### config.mk
export PLATFORM = sky130hd
export DESIGN_NAME = uart_tx_arbiter
export DESIGN_NICKNAME = d
export VERILOG_FILES = /design/src/rtl/uart_pkg.sv /design/src/rtl/rr_pick.sv /design/src/rtl/uart_tx_arbiter.sv
export SDC_FILE = /design/constraint.sdc
export NUM_CORES = 1
export LEC_CHECK = 0
export CORE_UTILIZATION = 54
export CTS_BUF_LIST = sky130_fd_sc_hd__clkbuf_16
export DETAILED_ROUTE_END_ITERATION = 6
export PLACE_DENSITY = 0.85
export SLEW_MARGIN = 15
export SYNTH_ARGS = -nofsm -noshare
export SYNTH_HDL_FRONTEND = slang
export SYNTH_SLANG_ARGS = --single-unit
### constraint.sdc
create_clock -name clk -period 3.25 [get_ports clk]
set_input_delay 0.4875 -clock clk [delete_from_list [all_inputs] [get_ports clk]]
set_output_delay 0.4875 -clock clk [all_outputs]
set_load 0.01 [all_outputs]
### src/rtl/uart_pkg.sv
// Shared UART timing constants and the TX arbiter state encoding.
// Default inter-frame gap is one bit time at the base clock and baud rate.
package uart_pkg;
  localparam int BASE_FREQ          = 50_000_000;
  localparam int BAUD_RATE          = 115_200;
  localparam int COUNTS_PER_BIT     = BASE_FREQ / BAUD_RATE;
  localparam int DEFAULT_GAP_CYCLES = COUNTS_PER_BIT;

  typedef enum logic [2:0] {
    IDLE,
    ACCEPT,
    LAUNCH,
    WAIT_DONE,
    GAP
  } arb_state_e;
endpackage

### src/rtl/rr_pick.sv
// Combinational round-robin picker: first set request after i_ptr, wrapping.
// Shared by arbiters that keep their own pointer register.
module rr_pick #(
  parameter int N  = 4,
  parameter int IW = $clog2(N)
) (
  input  logic [N-1:0]  i_req,
  input  logic [IW-1:0] i_ptr,
  output logic [IW-1:0] o_idx,
  output logic          o_any
);
  logic [IW-1:0] w_k;

  // Walk offsets from farthest to nearest so the nearest hit wins.
  always_comb begin
    o_idx = '0;
    o_any = 1'b0;
    w_k   = '0;
    for (int i = N; i >= 1; i--) begin
      w_k = IW'((int'(i_ptr) + i) % N);
      if (i_req[w_k]) begin
        o_idx = w_k;
        o_any = 1'b1;
      end
    end
  end
endmodule

### src/rtl/uart_tx_arbiter.sv
// Round-robin scheduler sharing one UART TX core among NUM_REQ byte producers,
// with watchdog on frame completion, inter-frame gap and bounded burst locking.
module uart_tx_arbiter
  import uart_pkg::*;
#(
  parameter int NUM_REQ        = 4,
  parameter int DATA_W         = 8,
  parameter int GAP_CYCLES     = DEFAULT_GAP_CYCLES,
  parameter int TIMEOUT_CYCLES = 8192,
  parameter int LOCK_MAX       = 16
) (
  input  logic                       clk,
  input  logic                       rst,
  input  logic [NUM_REQ-1:0]         req_valid,
  input  logic [NUM_REQ*DATA_W-1:0]  req_data,
  input  logic [NUM_REQ-1:0]         req_lock,
  output logic [NUM_REQ-1:0]         req_ready,
  output logic [DATA_W-1:0]          tx_data,
  output logic                       tx_start,
  input  logic                       tx_busy,
  input  logic                       tx_done,
  output logic [$clog2(NUM_REQ)-1:0] grant_id,
  output logic                       grant_active,
  output logic                       err_timeout
);
  localparam int IDW    = $clog2(NUM_REQ);
  localparam int WD_W   = $clog2(TIMEOUT_CYCLES) + 1;
  localparam int GAP_W  = $clog2(GAP_CYCLES) + 1;
  localparam int LOCK_W = $clog2(LOCK_MAX) + 1;
  localparam logic [WD_W-1:0]   WD_LAST  = WD_W'(TIMEOUT_CYCLES - 1);
  localparam logic [GAP_W-1:0]  GAP_LAST = GAP_W'((GAP_CYCLES > 0) ? GAP_CYCLES - 1 : 0);
  localparam logic [LOCK_W-1:0] LOCK_LIM = LOCK_W'(LOCK_MAX);

  arb_state_e          r_state, w_nstate;
  logic [NUM_REQ-1:0]  r_req_ready, w_ready_n;
  logic [DATA_W-1:0]   r_tx_data, w_data_n;
  logic                r_tx_start, w_start_n;
  logic [IDW-1:0]      r_grant_id, w_gid_n;
  logic [IDW-1:0]      r_rr_ptr, w_ptr_n;
  logic [LOCK_W-1:0]   r_lock_cnt, w_lock_n;
  logic [WD_W-1:0]     r_wd_cnt, w_wd_n;
  logic [GAP_W-1:0]    r_gap_cnt, w_gap_n;
  logic                r_grant_active;
  logic                r_err_timeout, w_err_n;
  logic                w_frame_end;
  logic [IDW-1:0]      w_pick_idx;
  logic                w_pick_any;
  logic [NUM_REQ-1:0][DATA_W-1:0] w_req_bytes;

  assign w_req_bytes = req_data;

  rr_pick #(.N(NUM_REQ), .IW(IDW)) u_pick (
    .i_req (req_valid),
    .i_ptr (r_rr_ptr),
    .o_idx (w_pick_idx),
    .o_any (w_pick_any)
  );

  always_ff @(posedge clk or posedge rst) begin
    if (rst) begin
      r_state        <= IDLE;
      r_req_ready    <= '0;
      r_tx_data      <= '0;
      r_tx_start     <= 1'b0;
      r_grant_id     <= '0;
      r_rr_ptr       <= IDW'(NUM_REQ - 1);
      r_lock_cnt     <= '0;
      r_wd_cnt       <= '0;
      r_gap_cnt      <= '0;
      r_grant_active <= 1'b0;
      r_err_timeout  <= 1'b0;
    end else begin
      r_state        <= w_nstate;
      r_req_ready    <= w_ready_n;
      r_tx_data      <= w_data_n;
      r_tx_start     <= w_start_n;
      r_grant_id     <= w_gid_n;
      r_rr_ptr       <= w_ptr_n;
      r_lock_cnt     <= w_lock_n;
      r_wd_cnt       <= w_wd_n;
      r_gap_cnt      <= w_gap_n;
      r_grant_active <= (w_nstate != IDLE);
      r_err_timeout  <= w_err_n;
    end
  end

  // tx_start is registered, so the busy check happens one edge ahead of the pulse.
  always_comb begin
    w_nstate    = r_state;
    w_ready_n   = '0;
    w_start_n   = 1'b0;
    w_data_n    = r_tx_data;
    w_gid_n     = r_grant_id;
    w_ptr_n     = r_rr_ptr;
    w_lock_n    = r_lock_cnt;
    w_wd_n      = '0;
    w_gap_n     = '0;
    w_err_n     = r_err_timeout;
    w_frame_end = 1'b0;
    unique case (r_state)
      IDLE: if (w_pick_any) begin
        w_nstate              = ACCEPT;
        w_gid_n               = w_pick_idx;
        w_ready_n[w_pick_idx] = 1'b1;
        w_lock_n              = '0;
      end
      ACCEPT: if (req_valid[r_grant_id]) begin
        w_nstate  = LAUNCH;
        w_data_n  = w_req_bytes[r_grant_id];
        w_ptr_n   = r_grant_id;
        w_start_n = ~tx_busy;
        if (r_lock_cnt < LOCK_LIM) w_lock_n = r_lock_cnt + 1'b1;
      end else begin
        w_nstate = IDLE;
      end
      LAUNCH: if (r_tx_start) w_nstate = WAIT_DONE;
              else            w_start_n = ~tx_busy;
      WAIT_DONE: if (tx_done || r_wd_cnt == WD_LAST) begin
        w_err_n = r_err_timeout | ~tx_done;
        if (GAP_CYCLES == 0) w_frame_end = 1'b1;
        else                 w_nstate    = GAP;
      end else begin
        w_wd_n = r_wd_cnt + 1'b1;
      end
      GAP: if (r_gap_cnt == GAP_LAST) w_frame_end = 1'b1;
           else                       w_gap_n     = r_gap_cnt + 1'b1;
      default: w_nstate = IDLE;
    endcase
    if (w_frame_end) begin
      if (req_lock[r_grant_id] && req_valid[r_grant_id] && r_lock_cnt < LOCK_LIM) begin
        w_nstate              = ACCEPT;
        w_ready_n[r_grant_id] = 1'b1;
      end else begin
        w_nstate = IDLE;
      end
    end
  end

  assign req_ready    = r_req_ready;
  assign tx_data      = r_tx_data;
  assign tx_start     = r_tx_start;
  assign grant_id     = r_grant_id;
  assign grant_active = r_grant_active;
  assign err_timeout  = r_err_timeout;
endmodule

== Word level (Yosys, flattened, before mapping) ==
Index checks and enable logic that the tools add are counted.
Storage, ports and cells
  register bits after elaboration: 51
  output and inout bits: 17
  logic and storage cells: 102
Cells by class
  add/sub/neg operators: 7
  order comparisons: 9
  eq/ne operators: 9
  multiplexer cells: 50
  bitwise operators: 4
  reduce and logical (&&, ||, !) cells: 12
Operators by type and width (number)
  $mux W14: 2
  $mux W10: 2
  $lt A2 B3 Y1 const B: 6
  $mux W1: 17
  $bmux W8 S2: 1
  $mux W4: 4
  $mux W5: 3
  $pmux W3 S5: 1
  $add A14 B1 Y14 const B: 1
  $eq A14 B13 Y1 const B: 1
  $bmux W1 S2: 6
  $mux W3: 4
  $add A10 B1 Y10 const B: 1
  $eq A10 B9 Y1 const B: 1
  $mux W2: 5
  $pmux W5 S2: 1
  $mux W8: 1
  $eq A3 B2 Y1 const B: 2
  $reduce_and A2 Y1: 3
  $add A5 B1 Y5 const B: 1
  $lt A5 B5 Y1 const B: 1
  $add A2 B1 Y2 const B: 2
  $add A2 B2 Y2 const B: 2
  $demux W1 S2: 2
  15 further kinds: 21

== Longest topological paths before layout ==
Gate-level depths: netlist of run 1.
  word-level depth: 16
  mapped depth: 7
  gate-level depth less buffers: 7

== Modules after synthesis ==
Synthesis of run 1 repeated with hierarchy kept, for this count alone.
Second synthesis, totals
  cell total of the unflattened synthesis: 248
  area, all modules: 2760.1 um2
By module, submodules not included
  uart_tx_arbiter: instances 1, cells each 234, area an instance 2668.8 um2, sequential area each 1278.7 um2
  rr_pick: instances 1, cells each 14, area an instance 91.3 um2, sequential area each 0.0 um2

== Worst setup path before layout of run 1 ==
Ideal clock, no wire load.
  path kind: register to register
  start: reg r_grant_id[0] (netlist: grant_id[0])
  end: reg r_tx_data[7] (netlist: tx_data[7])
  arrival: 1.686 ns
  required time: 3.125 ns
  setup slack: 1.440 ns
  stages on the path, launching flop included: 5
  path buffers: 2
  period minus slack after synthesis: 1.810 ns
  cell sequence: dfrtp_1 -> clkbuf_1 -> buf_2 -> mux4_2 -> mux2_2
On the way
  cells in the longest elaborated chain, start to end: 3
  elaborated cells on any way between the ends: 5
  classes of those cells: 4 x mux; 1 x reduce/logical
RTL lines
  start, declared: line uart_tx_arbiter.sv:38  | logic [IDW-1:0] r_grant_id, w_gid_n;
  start signal, assigned: line uart_tx_arbiter.sv:77  | r_grant_id <= w_gid_n;
  $bmux W1 S2: line uart_tx_arbiter.sv:107  | ACCEPT: if (req_valid[r_grant_id]) begin
  $mux W1 (not written as such): line uart_tx_arbiter.sv:107
  $reduce_and A2 Y1 (no line)
  end signal, assigned: line uart_tx_arbiter.sv:75  | r_tx_data <= w_data_n;
  end, declared: line uart_tx_arbiter.sv:36  | logic [DATA_W-1:0] r_tx_data, w_data_n;
Parallel ways exist; a longest one is shown, timed or not. The select of a mux whose other input is x is not followed.
A chain may end at the register's enable or synchronous reset.

== Final worst setup path of run 1 ==
  start: reg r_grant_id[1] (netlist: grant_id[1])
  end: reg r_grant_active (netlist: grant_active)
On the way
  cells in the longest elaborated chain, start to end: 7
  elaborated cells on any way between the ends: 11
  classes of those cells: 8 x mux; 3 x reduce/logical
RTL lines
  parallel branches: the longest is 5 deep, another holds $pmux W3 S5
  $mux W3 *: line uart_tx_arbiter.sv:129  | if (w_frame_end) begin
  $reduce_bool A3 Y1 *: line uart_tx_arbiter.sv:82  | r_grant_active <= (w_nstate != IDLE);
  end signal, assigned: line uart_tx_arbiter.sv:82
  end, declared: line uart_tx_arbiter.sv:43  | logic r_grant_active;
Mark *: on every way between the ends. The select of a mux whose other input is x is not followed.

==> results of run 1 <==
## state kept, by name (all words and copies together) (netlist names), 2 cells and up
| signal | count |
|---|---|
| r_wd_cnt | 14 |
| r_gap_cnt | 10 |
| tx_data | 8 |
| r_lock_cnt | 5 |
| req_ready | 4 |
| r_state | 3 |
| grant_id | 2 |
| r_rr_ptr | 2 |
## synthesized netlist by cell type (all sizes together)
cell type  instances
nand3             19
clkbuf             4
nand4              5
and4b              1
inv                7
nand2             18
nor2              33
buf                5
xnor2              7
and3b              2
nor4               3
nor3b              2
nor3               5
ha                 4
or3                5
dfstp              2
or4                1
o32ai              1
and3               6
o22ai              2
a21o               2
nand3b             1
a31o               1
nor2b              1
o21ai             10
o211ai             1
mux2i              2
a21oi              4
o221ai             1
a211o              1
o21bai             2
mux4              10
mux2              10
dfrtp             49
nand4b             1
xor2              11
## cell families (layout without fill, tap and decap cells)
logic type               after synthesis  count (layout)
AND/OR/NAND/NOR                      103             103
flip-flops                            51              51
AO/OA/AOI/OAI                         25              25
multiplexers                          22              22
XOR/XNOR                              18              18
buffers and inverters                 16              76
adder cells (fa/ha/maj)                4               4
## report_power, final
group / internal (mW) / leakage [nW] / total, mW / switching (mW)
clock: 0.281 / 0.0710 / 0.501 / 0.220
sequential: 0.782 / 0.671 / 0.957 / 0.175
combinational: 0.510 / 0.671 / 0.890 / 0.380
total: 1.57 / 1.41 / 2.35 / 0.775
## through the flow
stage / utilization, % / power (mW)
floorplan: - / 1.480
global placement: 71.92 / 1.813
detailed placement: 71.92 / 1.849
CTS: 75.06 / 2.372
global route: 75.06 / 2.485
finish: 75.06 / 2.348
## final cells by class
type / count / area, µm² / area share (%)
clock buffers: 5 / 125.1 / 3.701
clock inverters: 3 / 16.27 / 0.4811
inverters: 7 / 26.28 / 0.7772
multi-input cells: 172 / 1261 / 37.31
flip-flops and latches: 51 / 1279 / 37.82
well taps: 52 / 65.06 / 1.925
repair buffers: 61 / 608.1 / 17.99
## worst paths after layout
path	endpoint	slack [ns]	cells after the start
setup / recovery	grant_active	0.81	4
hold / removal	r_wd_cnt[0]	0.50	1
setup reg to reg	grant_active	0.81	4
hold reg to reg	r_wd_cnt[0]	0.50	1
max in group asynchronous	tx_data[2]	1.85	2
min in group asynchronous	r_wd_cnt[11]	0.77	2
## routing by layer
layer	up-vias	share of wire, %	GRT usage [%]
met5	-	0	0
met4	0	0.40	4.357
met3	4	4.8	5.626
met2	71	53	42.54
met1	1014	41	32.79
li1	969	-	-
## worst register-to-register path: cells and delay by family, from the launching register on
| kind | cells | cell delay (ns) |
|---|---|---|
| simple gates | 3 | 0.97 |
| mux | 1 | 0.62 |
| flops | 1 | 0.73 |
==> summary.txt, run 1 <==
Routing
  • Routed Wire Length: 5.683 mm
  • Avg Vias per Cell: 5.863
  • Initial drt markers: 134
  • Final ANT Viol Nets: 0
  • # DRC: 0
  • Total number of vias: 2058
  • DRT Pass-1 Iters: 4
  • Routed length per instance: 16.19 µm

Die
  • IO Count: 61
  • Initial core utilization: 58.06%
  • Core ar.: 4504 µm²
  • Die extent in x: 71.59 µm
  • Row count: 24
  • Die Area: 5125 µm²
  • Chip height: 71.59 µm

Cells and area
  • Layout Nets: 346
  • Most common cell after layout, fill and taps aside: clkdlybuf4s50_1
  • Most frequent cells in the layout: clkdlybuf4s50_1 (60), dfrtp_1 (49), nor2_1 (33)
  • Number of fill cells in the layout: 287
  • Final std cells w/o fill: 351
  • Layout cells sized above 1: 12.37%
  • Area added between synthesis and finish: 29.28%
  • Antenna fix cells: 0
  • Post-route cell area: 3381 µm²

Critical path
  • Setup CP Type: reg2reg
  • Req. time, crit path: 3.41 ns
  • Crit path launch: grant_id[1]
  • CP most frequent cell: nand2_1
  • R2r startpoint: grant_id[1]
  • Worst Path Max Fanout: 16
  • Worst path bufs/invs: 0
  • CP max stage delay: 0.73 ns
  • Largest delay contributor family on the critical path: simple AND/OR/NAND/NOR gates
  • Slowest cell on the critical path: dfrtp_1
  • Critical path endpoint category: flip-flop
  • Worst Path Arrival: 2.60 ns
  • CP Cell Sequence: mux4_2 -> nand2_1 -> nand2_1 -> or3_1
  • CP startpoint kind: flip-flop

STA
  • Final hold violations: 0
  • RSZ-0062 raised after global routing: false
  • Slew headroom: 32.31%
  • # setup viols final: 0
  • Slew @ Worst Pin: 1.014 ns
  • Worst hold slack: 0.4987 ns
  • Post-route setup TNS: 0 ns
  • Max Transition Viols Final: 0
  • Setup ws final: 0.8124 ns
  • Max Freq: 410.2 MHz
  • Tcrit/Tclk final: 75.00%
  • Shortest period the worst path allows: 2.438 ns
  • Final Skew: 0.006503 ns

Clock network
  • H-Tree Depth: 2
  • Hold_buf cts: 0
  • TritonCTS clock tree: done
  • Root buffer cell: clkbuf_16
  • Cts repair resizes: 0
  • Clock sink count: 51
  • Reg clk slew, reported paths: 0.07 ns
  • Post-CTS setup buffers: 0
  • Maximum buffer depth of the clock tree: 2
  • Worst-Skew Late Latency: 0.28 ns
  • CTS Buf Count: 5

Power
  • Peak supply drop: 531.1 µV
  • PwrDens: 694.6 nW/µm²
  • Leak Pwr: 1.412 nW

Logic synthesis
  • Syn_area_per_cell: 10.94 µm²
  • Area contributors post-synth: dfrtp_1 (47%), mux4_2 (8.6%), nor2_1 (4.7%), mux2_2 (4.3%), xor2_1 (3.7%)
  • Syn nets: 287
  • Area share of fa/ha/maj cells after synthesis: 1.914%
  • XOR/XNOR Fraction of Synth Area: 6.029%
  • Yosys top cell area share: 46.89%
  • Synth warn: 0
  • Mux cell area share after synthesis: 13.68%
  • Synth Area in Compound Gates: 6.459%
  • Synthesized area: 2615 µm²
  • Synth unique cells: 41
  • Simple logic cell fraction of the synthesized area: 20.14%
  • Largest area contributor in the netlist: dfrtp_1
  • Largest family of logic cells by synthesized area: simple AND/OR/NAND/NOR gates
  • Seq/Total Area, Yosys: 48.90%
  • Post-Syn Instances: 239
  • Flops & latches, synth: 51

Placed design
  • Placed cell area: 3239 µm²
  • Dpl hpwl: 4.131 mm
  • Dpl cells: 343
  • Place WS: 0.6306 ns
  • Gpl congestion: 0.7893
  • Port bufs: 60

Job
  • Max cap viols: 0

Global routing
  • Largest net degree at the start of global routing: 52
  • Gr ovfl total: 0
  • Vias in the first global route: 2089
  • Initial antenna violation count: 0
  • First-pass GRT wire length: 9.818 mm
  • Total Routing Usage GR: 24.69%

Hold path
  • Hold WC Path Type: reg2reg
  • Min-delay src: r_wd_cnt[0]

Status
  • Status: complete, no violations
(Power assumes the default switching activity.)
==> run 2, diff against run 1 <==
--- a/config.mk
+++ b/config.mk
@@ -5,10 +5,10 @@
 export SDC_FILE = /design/constraint.sdc
 export NUM_CORES = 1
 export LEC_CHECK = 0
-export CORE_UTILIZATION = 54
+export CORE_UTILIZATION = 50
 export CTS_BUF_LIST = sky130_fd_sc_hd__clkbuf_16
 export DETAILED_ROUTE_END_ITERATION = 6
-export PLACE_DENSITY = 0.85
+export PLACE_DENSITY = 0.8
 export SLEW_MARGIN = 15
 export SYNTH_ARGS = -nofsm -noshare
 export SYNTH_HDL_FRONTEND = slang
==> constraint.sdc (replaced) <==
create_clock -name clk -period 2.35 [get_ports clk]
set_input_delay 0.3525 -clock clk [delete_from_list [all_inputs] [get_ports clk]]
set_output_delay 0.3525 -clock clk [all_outputs]
set_load 0.01 [all_outputs]
==> summary.txt, run 2 (synthesis results as in run 1) <==
Critical path
  • CP Cell Sequence: ha_1 -> nor3b_1 -> nand4b_1 -> or3_4 -> a211o_1 -> o22ai_1 (was mux4_2 -> nand2_1 -> nand2_1 -> or3_1)
  • R2r startpoint: r_gap_cnt[0] (was grant_id[1])
  • Worst Path Arrival: 2.12 ns (was 2.60 ns)
  • Req. time, crit path: 2.55 ns (was 3.41 ns)
  • Slowest cell on the critical path: dfrtp_1 (unchanged)
  • Reg-to-Reg End: req_ready[0] (was grant_active)
  • Reg2reg path depth: 6 (was 4)
  • Crit path launch: r_gap_cnt[0] (was grant_id[1])
  • Setup CP Type: reg2reg (unchanged)
  • Crit path to: req_ready[0] (was grant_active)
  • Worst Path Max Fanout: 7 (was 16)
  • Critical path endpoint category: flip-flop (unchanged)
  • Flop-to-flop setup slack: 0.43 ns (was 0.81 ns)
  • CP max stage delay: 0.47 ns (was 0.73 ns)
  • Worst path bufs/invs: 0 (unchanged)
  • Crit path depth: 6 (was 4)
  • Largest delay contributor family on the critical path: simple AND/OR/NAND/NOR gates (unchanged)
  • CP startpoint kind: flip-flop (unchanged)

STA
  • Tcrit/Tclk final: 81.76% (was 75.00%)
  • Shortest period the worst path allows: 1.921 ns (was 2.438 ns)
  • Max Freq: 520.5 MHz (was 410.2 MHz)
  • # setup viols final: 0 (unchanged)
  • RSZ-0062 raised after global routing: false (unchanged)
  • Final hold violations: 0 (unchanged)
  • Setup ws final: 0.4286 ns (was 0.8124 ns)
  • Slew headroom: 49.75% (was 32.31%)
  • Post-route setup TNS: 0 ns (unchanged)
  • Slew @ Worst Pin: 0.7469 ns (was 1.014 ns)
  • Final Skew: 0.007157 ns (was 0.006503 ns)
  • Max Transition Viols Final: 0 (unchanged)

Cells and area
  • Most common cell after layout, fill and taps aside: clkdlybuf4s50_1 (unchanged)
  • Post-route cell area: 3447 µm² (was 3381 µm²)
  • Top reg by flops: r_wd_cnt (unchanged)
  • Area added between synthesis and finish: 31.82% (was 29.28%)
  • Max FFs per register: 14 (unchanged)
  • Final std cells w/o fill: 372 (was 351)
  • Antenna fix cells: 0 (unchanged)
  • Most frequent cells in the layout: clkdlybuf4s50_1 (60), dfrtp_1 (49), nor2_1 (33) (unchanged)
  • Layout Nets: 352 (was 346)
  • Number of fill cells in the layout: 380 (was 287)
  • Layout cells sized above 1: 14.43% (was 12.37%)
  • Final Util: 70.64% (was 75.06%)

Clock network
  • CTS Buf Count: 5 (unchanged)
  • TritonCTS clock tree: done (unchanged)
  • Maximum buffer depth of the clock tree: 2 (unchanged)
  • Cts repair resizes: 0 (unchanged)
  • Clock sink count: 51 (unchanged)
  • H-Tree Depth: 2 (unchanged)
  • Hold_buf cts: 0 (unchanged)
  • Root buffer cell: clkbuf_16 (unchanged)
  • Post-CTS setup buffers: 0 (unchanged)
  • Worst-Skew Late Latency: 0.29 ns (was 0.28 ns)
  • Reg clk slew, reported paths: 0.07 ns (about the same)

Global routing
  • First-pass GRT wire length: 8.832 mm (was 9.818 mm)
  • Largest net degree at the start of global routing: 52 (unchanged)
  • Initial antenna violation count: 0 (unchanged)
  • Vias in the first global route: 2013 (was 2089)
  • Total Routing Usage GR: 21.00% (was 24.69%)
  • Gr ovfl total: 0 (unchanged)

Routing
  • Routed Wire Length: 5.434 mm (was 5.683 mm)
  • Total number of vias: 2035 (was 2058)
  • # DRC: 0 (unchanged)
  • DRT Pass-1 Iters: 4 (unchanged)
  • Routed length per instance: 14.61 µm (was 16.19 µm)
  • Initial drt markers: 145 (was 134)
  • Final ANT Viol Nets: 0 (unchanged)
  • Avg Vias per Cell: 5.470 (was 5.863)

Hold path
  • Hold path depth: 1 (unchanged)
  • Hold WC Path Type: reg2reg (unchanged)

Placed design
  • Placed cell area: 3303 µm² (was 3239 µm²)
  • Place WS: 0.1472 ns (was 0.6306 ns)
  • Dpl hpwl: 3.917 mm (was 4.131 mm)
  • Dpl cells: 364 (was 343)
  • Gpl congestion: 0.7709 (was 0.7893)
  • Port bufs: 60 (unchanged)

Power
  • Leak Pwr: 1.442 nW (was 1.412 nW)
  • PwrDens: 953.9 nW/µm² (was 694.6 nW/µm²)
  • Peak supply drop: 592.7 µV (was 531.1 µV)

Job
  • Max cap viols: 0 (unchanged)

Die
  • Chip height: 74.32 µm (was 71.59 µm)
  • Initial core utilization: 53.59% (was 58.06%)
  • Row count: 25 (was 24)
  • IO Count: 61 (unchanged)
  • Core ar.: 4880 µm² (was 4504 µm²)
  • Die extent in x: 74.32 µm (was 71.59 µm)
  • Die Area: 5523 µm² (was 5125 µm²)

Status
  • Status: complete, no violations (unchanged)
[run 2: cell types whose count changed in the layout (fill, tap and decap cells not counted)]
| cell | before | now |
|---|---|---|
| buf_4 | 1 | 7 |
| clkinv_2 | 1 | 2 |
| clkinvlp_4 | 1 | 0 |
| inv_1 | 7 | 6 |
| inv_6 | 0 | 1 |
[run 2: worst min-delay path by stage]
stage                   from             to  slack [ns]
6_report       r_lock_cnt[3]  r_lock_cnt[3]        0.49
5_1_grt          r_wd_cnt[0]    r_wd_cnt[0]        0.51
4_1_cts        r_lock_cnt[3]  r_lock_cnt[3]        0.50
3_5_place_dp   r_lock_cnt[3]  r_lock_cnt[3]        0.49
3_3_place_gp   r_lock_cnt[3]  r_lock_cnt[3]        0.48
2_1_floorplan        tx_busy       tx_start        0.43
[run 2: layout make-up]
cell class              count  area [µm²]  share of cell area, %
clock buffers               5       125.1                  3.630
clock inverters             3       18.77                 0.5445
inverters                   7       26.28                 0.7622
multi-input cells         172        1261                  36.59
flip-flops and latches     51        1279                  37.10
well taps                  67       83.83                  2.432
repair buffers             67       653.1                  18.95
[run 2: power by group]
part	switching, mW	leakage (nW)	internal, mW
combinational	0.562	0.698	0.741
sequential	0.181	0.671	1.08
clock	0.327	0.0740	0.395
[run 2: layer usage]
layer / global-route usage, % / wire length, µm / share of wire [%] / vias up
li1: - / - / - / 982
met2: 34.55 / 2658 / 49 / 79
met3: 5.149 / 288 / 5.3 / 13
met5: 0 / 0 / 0 / -
met4: 7.338 / 93 / 1.7 / 0
met1: 27.33 / 2394 / 44 / 961
[run 2: stage by stage]
stage	hold slack, ns	power (mW)
2_1_floorplan	0.4260	2.047
4_1_cts	0.4984	3.307
6_report	0.4934	3.288
5_1_grt	0.5139	3.463
3_5_place_dp	0.4876	2.581
3_3_place_gp	0.4754	2.555
==> run 3, diff against run 2 <==
==> constraint.sdc (replaced) <==
create_clock -name clk -period 1.8 [get_ports clk]
set_input_delay 0.27 -clock clk [delete_from_list [all_inputs] [get_ports clk]]
set_output_delay 0.27 -clock clk [all_outputs]
set_load 0.01 [all_outputs]
==> summary.txt, run 3 (synthesis results as in run 1) <==
Die
  • Chip height: 74.32 µm (unchanged)
  • Die Area: 5523 µm² (unchanged)
  • Initial core utilization: 53.59% (unchanged)
  • IO Count: 61 (unchanged)
  • Core ar.: 4880 µm² (unchanged)
  • Row count: 25 (unchanged)
  • Die extent in x: 74.32 µm (unchanged)

Routing
  • M1 WL: 2.519 mm (was 2.394 mm)
  • # DRC: 0 (unchanged)
  • Routed wl met3: 187 µm (was 288 µm)
  • Uppermost layer routed: met4 (unchanged)
  • Final ANT Viol Nets: 0 (unchanged)
  • DR WL met2: 2.905 mm (was 2.658 mm)
  • Initial drt markers: 108 (was 145)
  • DRT Pass-1 Iters: 4 (unchanged)
  • Routed length per instance: 14.45 µm (was 14.61 µm)
  • Routed Wire Length: 5.693 mm (was 5.434 mm)
  • Total number of vias: 2110 (was 2035)
  • Avg Vias per Cell: 5.355 (was 5.470)

Critical path
  • Critical path endpoint category: flip-flop (unchanged)
  • Flop-to-flop setup slack: 0.04 ns (was 0.43 ns)
  • Worst Path Max Fanout: 3 (was 7)
  • Setup CP Type: reg2reg (unchanged)
  • Req. time, crit path: 2.02 ns (was 2.55 ns)
  • CP Cell Sequence: inv_1 -> ha_1 -> nor3b_2 -> nand4b_1 -> or3_4 -> buf_4 -> o211ai_4 -> or3_1 (was ha_1 -> nor3b_1 -> nand4b_1 -> or3_4 -> a211o_1 -> o22ai_1)
  • CP max stage delay: 0.38 ns (was 0.47 ns)
  • Slowest cell on the critical path: dfrtp_1 (unchanged)
  • R2r startpoint: r_gap_cnt[1] (was r_gap_cnt[0])
  • Worst Path Arrival: 1.99 ns (was 2.12 ns)
  • Crit path launch: r_gap_cnt[1] (was r_gap_cnt[0])
  • CP startpoint kind: flip-flop (unchanged)

Cells and area
  • Final Util: 75.36% (was 70.64%)
  • Final std cells w/o fill: 394 (was 372)
  • Most frequent cells in the layout: clkdlybuf4s50_1 (59), dfrtp_1 (48), nor2_1 (33) (was clkdlybuf4s50_1 (60), dfrtp_1 (49), nor2_1 (33))
  • Most common cell after layout, fill and taps aside: clkdlybuf4s50_1 (unchanged)
  • Top reg by flops: r_wd_cnt (unchanged)
  • Layout cells sized above 1: 22.02% (was 14.43%)
  • Antenna fix cells: 0 (unchanged)
  • Layout Nets: 374 (was 352)
  • Area added between synthesis and finish: 40.62% (was 31.82%)
  • Number of fill cells in the layout: 349 (was 380)
  • Multi-input gate area: 1310 µm² (was 1261 µm²)
  • Sequential cell area: 1280 µm² (was 1279 µm²)
  • Max FFs per register: 14 (unchanged)
  • Post-route cell area: 3677 µm² (was 3447 µm²)

Clock network
  • Root buffer cell: clkbuf_16 (unchanged)
  • TritonCTS clock tree: done (unchanged)
  • CTS Buf Count: 5 (unchanged)
  • Clock sink count: 51 (unchanged)
  • Hold_buf cts: 0 (unchanged)
  • H-Tree Depth: 2 (unchanged)
  • Reg clk slew, reported paths: 0.06 ns (was 0.07 ns)
  • Maximum buffer depth of the clock tree: 2 (unchanged)
  • Worst-Skew Late Latency: 0.28 ns (was 0.29 ns)

Status
  • Status: complete, no violations (unchanged)

Placed design
  • Gpl congestion: 0.8561 (was 0.7709)
  • Place WS: -0.2801 ns (was 0.1472 ns)
  • Dpl cells: 385 (was 364)
  • Dpl hpwl: 4.215 mm (was 3.917 mm)
  • Port bufs: 60 (unchanged)
  • Placed cell area: 3475 µm² (was 3303 µm²)

Job
  • Max cap viols: 0 (unchanged)

STA
  • Setup ws final: 0.03777 ns (was 0.4286 ns)
  • Final Skew: 0.005876 ns (was 0.007157 ns)
  • Shortest period the worst path allows: 1.762 ns (was 1.921 ns)
  • Max Transition Viols Final: 0 (unchanged)
  • RSZ-0062 raised after global routing: true (was false)
  • Final hold violations: 0 (unchanged)
  • Post-route setup TNS: 0 ns (unchanged)
  • Tcrit/Tclk final: 97.90% (was 81.76%)
  • Slew headroom: 53.09% (was 49.75%)
  • Slew @ Worst Pin: 0.6972 ns (was 0.7469 ns)
  • # setup viols final: 0 (unchanged)
  • Max Freq: 567.5 MHz (was 520.5 MHz)

Global routing
  • Gr ovfl total: 0 (unchanged)
  • Vias in the first global route: 2029 (was 2013)
  • Largest net degree at the start of global routing: 52 (unchanged)
  • First-pass GRT wire length: 9.301 mm (was 8.832 mm)
  • Total Routing Usage GR: 22.79% (was 21.00%)
  • Initial antenna violation count: 0 (unchanged)

Power
  • Peak supply drop: 758.5 µV (was 592.7 µV)
  • PwrDens: 1198 nW/µm² (was 953.9 nW/µm²)
  • Leak Pwr: 1.581 nW (was 1.442 nW)

Hold path
  • Hold WC Path Type: in2async (was reg2reg)
-- run 3: cell count changes in the layout (fill, tap and decap cells not counted), moves of 2 or more --
| cell | before | now |
|---|---|---|
| buf_4 | 7 | 27 |
| clkinv_2 | 2 | 0 |
| inv_1 | 6 | 8 |
| nor3_1 | 5 | 3 |
| nor3b_1 | 2 | 0 |
| nor3b_2 | 0 | 2 |
-- run 3: power by group --
part	switching, mW	total, mW	internal [mW]
registers	0.228	1.64	1.42
logic	0.804	1.87	1.06
clock network	0.390	0.896	0.505
-- run 3: timing repair --
item / in CTS / in global routing
gates cloned: 0 / 0
gates resized for setup: 4 / 8
buffers inserted: 0 / 1
pin swaps: 1 / 4
endpoints found under the setup margin: 5 / 16
hold endpoints to repair: 0 / 0
-- run 3: worst max-delay path: cells and delay by family (launching register included) --
kind / cells / cell delay [ns]
adder cells (fa/ha/maj): 1 / 0.12
flip-flops: 1 / 0.38
AND/OR/NAND/NOR: 4 / 0.82
AO/OA/AOI/OAI: 1 / 0.17
buffers and inverters: 2 / 0.21
-- run 3: path summary, 6_finish.rpt --
path                                endpoint  cells after the start
min in group clk                 err_timeout                      1
worst min-delay path            r_gap_cnt[1]                      3
worst max-delay path            grant_active                      8
worst max register to register  grant_active                      8
worst min register to register   err_timeout                      1
max in group asynchronous        r_rr_ptr[1]                      3
-- run 3: final cells by class --
cell class	count	area share, %
inverter	7	0.7145
timing repair buffer	89	22.76
clock inverter	3	0.4083
tap	67	2.280
multi-input combinational	172	35.62
clock buffer	5	3.403
sequential	51	34.81
-- run 3: stage by stage --
stage | power (mW) | hold WS (ns)
5_1_grt | 4.667 | 0.3752
3_3_place_gp | 3.435 | 0.4641
3_5_place_dp | 3.484 | 0.4618
2_1_floorplan | 2.683 | 0.3435
6_report | 4.407 | 0.3397
4_1_cts | 4.416 | 0.3627
-- run 3: layer usage --
layer	track usage, %	vias up
met2	38.38	51
met5	0	-
met1	29.64	1027
li1	-	1024
met3	4.743	8
met4	7.547	0
